### config.mk
export PLATFORM = sky130hd
export DESIGN_NAME = mult_secuencial_ctrl_flat
export DESIGN_NICKNAME = d
export VERILOG_FILES = /design/src/rtl/mult_secuencial_ctrl_if.sv /design/src/rtl/mult_secuencial_ctrl.sv /design/src/flat_wrapper.sv
export SDC_FILE = /design/constraint.sdc
export NUM_CORES = 1
export LEC_CHECK = 0
export CAP_MARGIN = 20
export CORE_MARGIN = 2
export CORE_UTILIZATION = 50
export DETAILED_ROUTE_END_ITERATION = 7
export MAX_ROUTING_LAYER = met4
export PLACE_DENSITY = 0.77
export SLEW_MARGIN = 20
export SYNTH_ARGS = -nofsm -noshare
export SYNTH_HDL_FRONTEND = slang
export SYNTH_SLANG_ARGS = --single-unit
### constraint.sdc
create_clock -name clk -period 6.93 [get_ports clk]
set_input_delay 1.386 -clock clk [delete_from_list [all_inputs] [get_ports clk]]
set_output_delay 1.386 -clock clk [all_outputs]
set_load 0.02 [all_outputs]
### src/rtl/mult_secuencial_ctrl_if.sv
// Handshake and data bundle between the top-level control (master)
// and the sequential multiplier (slave).
interface mult_secuencial_ctrl_if #(
    parameter int ANCHO = 8
);
    logic                 start;
    logic                 signo;
    logic [ANCHO-1:0]     Multiplicando;
    logic [ANCHO-1:0]     Multiplicador;
    logic [2*ANCHO-1:0]   Producto;
    logic                 busy;
    logic                 done;

    modport master (
        output start, signo, Multiplicando, Multiplicador,
        input  Producto, busy, done
    );

    modport slave (
        input  start, signo, Multiplicando, Multiplicador,
        output Producto, busy, done
    );
endinterface

### src/rtl/mult_secuencial_ctrl.sv
// Sequential shift-add / radix-2 Booth multiplier with built-in controller.
// One iteration (add then shift) per clock; ANCHO iterations per product.
module mult_secuencial_ctrl #(
    parameter int ANCHO = 8
) (
    input  logic                  clk,
    input  logic                  rst,
    mult_secuencial_ctrl_if.slave bus
);
    localparam int PW = $clog2(ANCHO + 1);

    typedef enum logic {IDLE = 1'b0, CALC = 1'b1} state_t;

    state_t               state_q, state_d;
    logic [ANCHO:0]       a_q, a_d;
    logic [ANCHO:0]       m_q, m_d;
    logic [ANCHO-1:0]     q_q, q_d;
    logic                 q1_q, q1_d;
    logic                 signo_q, signo_d;
    logic [PW-1:0]        p_q, p_d;
    logic [2*ANCHO-1:0]   prod_q, prod_d;
    logic                 done_q, done_d;

    logic [ANCHO:0]       a_sum;
    logic                 last_iter;

    assign last_iter = (p_q == PW'(1));

    // State register
    always_ff @(posedge clk or posedge rst) begin
        if (rst) begin
            state_q <= IDLE;
        end else begin
            state_q <= state_d;
        end
    end

    // Next-state logic: accept a request in IDLE, return after the last iteration
    always_comb begin
        state_d = state_q;
        case (state_q)
            IDLE:    if (bus.start) state_d = CALC;
            CALC:    if (last_iter) state_d = IDLE;
            default: state_d = IDLE;
        endcase
    end

    // Output decode: busy spans exactly the iteration cycles
    always_comb begin
        bus.busy = (state_q == CALC);
    end

    assign bus.done     = done_q;
    assign bus.Producto = prod_q;

    // Datapath next values: operand load in IDLE, add-and-shift in CALC
    always_comb begin
        a_d     = a_q;
        m_d     = m_q;
        q_d     = q_q;
        q1_d    = q1_q;
        signo_d = signo_q;
        p_d     = p_q;
        prod_d  = prod_q;
        done_d  = 1'b0;
        a_sum   = a_q;

        if (state_q == IDLE) begin
            if (bus.start) begin
                a_d     = '0;
                q_d     = bus.Multiplicador;
                q1_d    = 1'b0;
                p_d     = PW'(ANCHO);
                signo_d = bus.signo;
                // Extra top bit keeps -2^(ANCHO-1) operands from overflowing
                m_d     = bus.signo ? {bus.Multiplicando[ANCHO-1], bus.Multiplicando}
                                    : {1'b0, bus.Multiplicando};
            end
        end else begin
            if (signo_q) begin
                case ({q_q[0], q1_q})
                    2'b01:   a_sum = a_q + m_q;
                    2'b10:   a_sum = a_q - m_q;
                    default: a_sum = a_q;
                endcase
            end else if (q_q[0]) begin
                a_sum = a_q + m_q;
            end

            // Arithmetic shift in signed mode, logical (carry kept) in unsigned mode
            a_d  = {signo_q & a_sum[ANCHO], a_sum[ANCHO:1]};
            q_d  = {a_sum[0], q_q[ANCHO-1:1]};
            q1_d = q_q[0];
            p_d  = p_q - PW'(1);

            if (last_iter) begin
                prod_d = {a_d[ANCHO-1:0], q_d};
                done_d = 1'b1;
            end
        end
    end

    // Datapath registers
    always_ff @(posedge clk or posedge rst) begin
        if (rst) begin
            a_q     <= '0;
            m_q     <= '0;
            q_q     <= '0;
            q1_q    <= 1'b0;
            signo_q <= 1'b0;
            p_q     <= '0;
            prod_q  <= '0;
            done_q  <= 1'b0;
        end else begin
            a_q     <= a_d;
            m_q     <= m_d;
            q_q     <= q_d;
            q1_q    <= q1_d;
            signo_q <= signo_d;
            p_q     <= p_d;
            prod_q  <= prod_d;
            done_q  <= done_d;
        end
    end
endmodule

### src/flat_wrapper.sv
// flat-port wrapper written by rule: the top's interface ports become plain ports
module mult_secuencial_ctrl_flat 
#(
    parameter int ANCHO = 8
)
  (clk, rst, bus_start, bus_signo, bus_Multiplicando, bus_Multiplicador, bus_Producto, bus_busy, bus_done);
  mult_secuencial_ctrl_if #(.ANCHO(ANCHO)) bus_i ();
  input  logic clk;
  input  logic rst;
  input wire logic [$bits(bus_i.start)-1:0] bus_start;
  input wire logic [$bits(bus_i.signo)-1:0] bus_signo;
  input wire logic [$bits(bus_i.Multiplicando)-1:0] bus_Multiplicando;
  input wire logic [$bits(bus_i.Multiplicador)-1:0] bus_Multiplicador;
  output wire logic [$bits(bus_i.Producto)-1:0] bus_Producto;
  output wire logic [$bits(bus_i.busy)-1:0] bus_busy;
  output wire logic [$bits(bus_i.done)-1:0] bus_done;
  assign bus_i.start = bus_start;
  assign bus_i.signo = bus_signo;
  assign bus_i.Multiplicando = bus_Multiplicando;
  assign bus_i.Multiplicador = bus_Multiplicador;
  assign bus_Producto = bus_i.Producto;
  assign bus_busy = bus_i.busy;
  assign bus_done = bus_i.done;
  mult_secuencial_ctrl #(.ANCHO(ANCHO)) u_core (.clk(clk), .rst(rst), .bus(bus_i));
endmodule
==> results of run 1 <==
cells by family after synthesis:
| kind of cell | Yosys count |
|---|---|
| xor+xnor | 9 |
| simple gates | 94 |
| fa+ha+maj | 22 |
| buf+inv | 48 |
| mux | 21 |
| flops | 50 |
| compound gates | 102 |
worst reg2reg max path, delay by kind of cell, from the launching register on:
family        cells  cell delay (ns)
buf+inv           2             0.81
flops             1             1.01
mux               1             0.37
simple gates      1             0.55
final cells by class:
type,count,area (um^2),area share (%)
clock buffers,6,72.57,1.967
clock inverters,2,17.52,0.4747
multi-input cells,248,1748,47.37
inverters,31,118.9,3.221
well taps,77,96.34,2.611
flip-flops and latches,50,1251,33.91
repair buffers,39,385.4,10.44
registers in the layout (all words and copies together) (netlist names):
register,count
u_core.bus.done,1
u_core.m_q,9
u_core.signo_q,1
u_core.q_q,8
u_core.bus.busy,1
u_core.bus.Producto,16
u_core.q1_q,1
u_core.a_q,9
u_core.p_q,4
Yosys cell counts, drive strengths merged (7+ instances only):
cell    instances
dfrtp          50
a21oi          14
ha             20
clkbuf         11
mux2           12
inv            30
mux2i           9
nor3           10
nor2           26
o21ai          31
nand3           7
nand2          33
final timing paths:
kind,from,to,slack [ns],cells past startpoint
worst max-delay path,u_core.bus.busy$_DFF_PP0_,bus_busy,3.45,1
worst min-delay path,u_core.bus.Producto[9]$_DFFE_PP0P_,u_core.bus.Producto[9]$_DFFE_PP0P_,0.52,1
worst max register to register,u_core.bus.busy$_DFF_PP0_,u_core.bus.Producto[13]$_DFFE_PP0P_,4.09,4
worst min register to register,u_core.bus.Producto[9]$_DFFE_PP0P_,u_core.bus.Producto[9]$_DFFE_PP0P_,0.52,1
max in group asynchronous,rst,u_core.m_q[7]$_DFFE_PP0P_,4.88,2
min in group asynchronous,rst,u_core.bus.Producto[6]$_DFFE_PP0P_,1.53,2
layout by cell type (no fill, tap or decap), drive strengths merged, types with 5 or more instances in the layout:
| master | instances |
|---|---|
| nand2 | 33 |
| nor2 | 26 |
| a21oi | 14 |
| dfrtp | 50 |
| ha | 20 |
| xnor2 | 6 |
| mux2 | 12 |
| nand3 | 7 |
| mux2i | 9 |
| nor2b | 5 |
| clkdlybuf4s50 | 37 |
| a31oi | 6 |
| a221oi | 5 |
| inv | 30 |
| o21ai | 31 |
| clkbuf | 6 |
| nor3 | 10 |
power breakdown:
group          switching [mW]  leakage (nW)  total (mW)  internal, mW
logic                   0.756         0.915        1.33         0.573
registers               0.133         0.613       0.566         0.433
clock network           0.107        0.0458       0.181        0.0736
total                   0.997          1.57        2.08          1.08
metal layers:
layer  GRT usage, %  up-vias  wire [um]
met5              -        -          0
met4          6.305        0        115
met3          4.253       13        495
met2          33.67      112       3282
met1          29.14     1262       3423
li1               -     1283          -
==> results_dict.tcl, run 1 <==
set metrics [dict create \
    num_antenna_cells 0 \
    worst-setup-path-type "reg2out" \
    syn_inst 346 \
    synth-xor-area-share_pct 2.468 \
    grt_pass1_wl_mm 12.12 \
    drive_gt1_share_pct 8.245 \
    yosys.area_share.adder_pct 9.087 \
    ys.flop_type "dfrtp_1" \
    drc_errors 0 \
    slew_violations 0 \
    finClkSkew_ns 0.007421 \
    clkLatencyLatePin_ns 0.31 \
    tritoncts "yes" \
    p_leak_nw 1.574 \
    post_cts_buffers 0 \
    final_core_util_pct 58.78 \
    powerDensity_nw_per_um2 562.8 \
    vdd.ir_drop.worst_uv 267.3 \
    dpl_cell_area_um2 3598 \
    gp_congestion 0.8973 \
    crit_path_top_delay_cell "dfrtp_1" \
    syn_area_um2 3194 \
    fin_area_um2 3690 \
    synth_top_area_cell "dfrtp_1" \
    die_h_um 83.93 \
    fillers 548 \
    max-cap-violations 0 \
    path_clk_slew_ns 0.10 \
    tns_ns 0 \
    start_util_pct 50.89 \
    cts_num_sinks 50 \
    whs_ns 0.5178 \
    core_area_um2 6277 \
    tightest_slew_ns 1.002 \
    ctsResizeCount 0 \
    end_kind "output pin" \
    rows 29 \
    preCtsSetupSlack_ns 3.550 \
    required_ns 5.54 \
    avgSynthCellArea_um2 9.232 \
    yosysWarnings 0 \
    yosysTopAreaCellShare_pct 39.17 \
    finalSetupViolations 0 \
    die_w_um 83.93 \
    yosysSeqAreaShare_pct 39.17 \
    path_cells "clkdlybuf4s50_1" \
    critPathArrivalTime_ns 2.09 \
    layout.nets 417 \
    crit_family "flip-flops" \
    grt_start_max_net_pins 51 \
    synth_mux_area_share_pct 7.051 \
    instances_no_fill 453 \
    synthTopCellsByArea "dfrtp_1 39%, ha_1 7.8%, nand2_1 3.9%" \
    critPathBufInv 1 \
    io_buffers 37 \
    synth-seq-cells 50 \
    wl_per_cell_um 16.15 \
    htreeDepth 2 \
    viasPerCell 5.894 \
    yosys.area_share.simple_pct 13.24 \
    synth_top_family_by_area "compound AO/OA/AOI/OAI gates" \
    cpPeakStageDelay_ns 1.01 \
    post-dp-hpwl_mm 5.173 \
    fmax_ghz 0.2876 \
    worstHoldPathType "reg2reg" \
    cts_buffers 5 \
    first_pass_iters 5 \
    die-area_um2 7044 \
    hold_violations 0 \
    antenna_found_initial 0 \
    fin_crit_sh_pct 50.17 \
    postRouteAntennaNets 0 \
    async_reset_ff_share_pct 100.0 \
    rsz0062_at_grt "no" \
    setup_ws_ns 3.453 \
    slew-limit-headroom_pct 33.22 \
    ios 38 \
    crit_path_start_kind "register" \
    grt_use_total_pct 21.71 \
    yosysUniqueCellTypes 58 \
    gr-total-overflow 0 \
    vias 2670 \
    syn_nets 388 \
    post-route-min-period_ns 3.477 \
    ctsHoldBuffers 0 \
    grt_pass1_vias 2561 \
    clockBufferDepth 2 \
    cts_root_buffer "clkbuf_8" \
    p_total_mw 2.077 \
    placed_cells 445 \
    synth_edf_count 0 \
    crit_fanout 34 \
    routed_wl_mm 7.317 \
    synth_compound_area_share_pct 22.68 \
    drt_iter0_drc 235 \
    area_growth_pct 15.51 \
    status "finished clean" \
]
Note: power is estimated with default switching activity, not from simulation.
==> run 2, diff against run 1 <==
PLACE_DENSITY = 0.79   (was 0.77)
clock period = 3.1 ns   (was 6.93 ns; I/O delays follow)
==> run 2 against run 1 <==
  * Combinational power increased by 130%
  * Clock power increased by 130%
  * Critical path depth rose by 10
  * Final cell count increased by 1.3%
  * Via count decreased by 0.52%
  * Non-clock buffer count up 6
  * Design area increased by 1.2%
  * Utilization up 0.72 points
  * Critical endpoint is now u_core.bus.Producto[15]$_DFFE_PP0P_
==> results_dict.tcl, run 2 (synthesis results as in run 1) <==
set metrics [dict create \
    rsz0062_at_grt "no" \
    grt_start_max_net_pins 51 \
    clkLatencyLatePin_ns 0.32 \
    cpPeakStageDelay_ns 0.41 \
    core_area_um2 6277 \
    fillers 559 \
    clockBufferDepth 2 \
    instances_no_fill 459 \
    required_ns 3.30 \
    rows 29 \
    gp_congestion 0.9101 \
    p_seq_share_pct 26.3 \
    cts_buffers 5 \
    post-route-min-period_ns 2.716 \
    hold_violations 0 \
    cts_num_sinks 50 \
    p_sw_mw 2.246 \
    fin_crit_sh_pct 87.61 \
    tightest_slew_ns 0.6494 \
    area_growth_pct 16.92 \
    tritoncts "yes" \
    crit_fanout 4 \
    drc_errors 0 \
    crit_path_start_kind "register" \
    antenna_found_initial 0 \
    finClkSkew_ns 0.01234 \
    die_h_um 83.93 \
    path_cells "inv_1 -> ha_1 -> inv_1 -> fa_1 -> a211oi_1 -> o21bai_1 -> a21oi_1 -> xnor2_1 -> a221o_1 -> a2bb2oi_2 -> a21oi_1" \
    io_buffers 37 \
    end_kind "register" \
    drive_gt1_share_pct 9.948 \
    layout.nets 423 \
    tns_ns 0 \
    die-area_um2 7044 \
    worstHoldPathType "reg2reg" \
    path_clk_slew_ns 0.11 \
    worst-setup-path-type "reg2reg" \
    post-dp-hpwl_mm 5.499 \
    drt_iter0_drc 188 \
    largest_reg_flops 16 \
    powerDensity_nw_per_um2 1253 \
    start_util_pct 50.89 \
    viasPerCell 5.786 \
    cts_root_buffer "clkbuf_8" \
    postRouteAntennaNets 0 \
    slew-limit-headroom_pct 56.71 \
    die_w_um 83.93 \
    status "finished clean" \
    routed_wl_mm 7.472 \
    max-cap-violations 0 \
    gr-total-overflow 0 \
    post_cts_buffers 0 \
    p_int_mw 2.435 \
    swShare_pct 47.98 \
    critPathArrivalTime_ns 2.91 \
    grt_pass1_wl_mm 12.66 \
    htreeDepth 2 \
    pwr-share-clk_pct 8.8 \
    vias 2656 \
    num_antenna_cells 0 \
    placed_cells 451 \
    ctsResizeCount 0 \
    ios 38 \
    final_common_cell "dfrtp_1" \
    p_leak_nw 1.607 \
    r2r_slack_ns 0.38 \
    grt_pass1_vias 2630 \
    ctsHoldBuffers 0 \
    fmax_ghz 0.3682 \
    wl_per_cell_um 16.28 \
    grt_use_total_pct 22.77 \
    finalSetupViolations 0 \
    combPwrFrac_pct 65.0 \
    layout_common_cells "50 x dfrtp_1, 37 x clkdlybuf4s50_1, 33 x nand2_1" \
    vdd.ir_drop.worst_uv 517.3 \
    slew_violations 0 \
    first_pass_iters 5 \
    crit_path_top_delay_cell "dfrtp_1" \
]
## run 2: cell types whose count changed in the layout (fill, tap and decap cells not counted)
cell | before | now
buf_4 | 2 | 8
clkbuf_1 | 1 | 0
clkinv_4 | 1 | 0
inv_2 | 3 | 4
inv_6 | 1 | 2
## run 2: worst paths after layout
path                       cells after the start                           startpoint                                  end
hold / removal                                 1  u_core.bus.Producto[14]$_DFFE_PP0P_  u_core.bus.Producto[14]$_DFFE_PP0P_
setup reg to reg                              11            u_core.a_q[0]$_DFFE_PP0P_  u_core.bus.Producto[15]$_DFFE_PP0P_
min in group asynchronous                      3                                  rst   u_core.bus.Producto[4]$_DFFE_PP0P_
setup / recovery                              11            u_core.a_q[0]$_DFFE_PP0P_  u_core.bus.Producto[15]$_DFFE_PP0P_
max in group asynchronous                      3                                  rst            u_core.m_q[8]$_DFFE_PP0P_
hold reg to reg                                1  u_core.bus.Producto[14]$_DFFE_PP0P_  u_core.bus.Producto[14]$_DFFE_PP0P_
## run 2: power by group through the flow
stage          sequential (mW)  combinational (mW)  clock [mW]
2_1_floorplan             1.29                2.18           0
3_3_place_gp              1.23                2.95           0
3_5_place_dp              1.24                2.99           0
4_1_cts                   1.23                3.01       0.422
5_1_grt                   1.27                3.35       0.445
6_report                  1.23                3.04       0.410
## run 2: worst max-delay path, delay by kind of cell, from the launching register on
kind	cells	cell delay, ns
compound gates	6	1.39
fa+ha+maj	2	0.58
flops	1	0.41
buf+inv	2	0.14
xor+xnor	1	0.08
## run 2: area by class of cell
class | count | area [um^2] | share of cell area, %
multi-input cells | 248 | 1748 | 46.80
flip-flops and latches | 50 | 1251 | 33.50
clock buffers | 5 | 68.82 | 1.843
repair buffers | 45 | 430.4 | 11.52
well taps | 77 | 96.34 | 2.580
inverters | 31 | 117.6 | 3.149
clock inverters | 3 | 22.52 | 0.6030
## run 2: metal layers
layer	vias to the layer above	global-route usage (%)	routed length (um)
met2	86	35.64	3501
met4	0	6.305	85
li1	1306	-	-
met1	1255	31.10	3472
met3	9	3.363	412
met5	-	-	0
## run 2: through the flow
| step | hold slack [ns] | setup WS (ns) | total power [mW] | util, % | cell area (um^2) |
|---|---|---|---|---|---|
| floorplan | 0.4614 | 0.6091 | 3.466 | - | 3194 |
| global placement | 0.4747 | 0.5016 | 4.180 | 58.04 | 3643 |
| detailed placement | 0.4944 | 0.4301 | 4.229 | 58.04 | 3643 |
| CTS | 0.5177 | 0.4068 | 4.666 | 59.50 | 3735 |
| global route | 0.5386 | 0.1783 | 5.065 | 59.50 | 3735 |
| finish | 0.5154 | 0.3841 | 4.681 | 59.50 | 3735 |
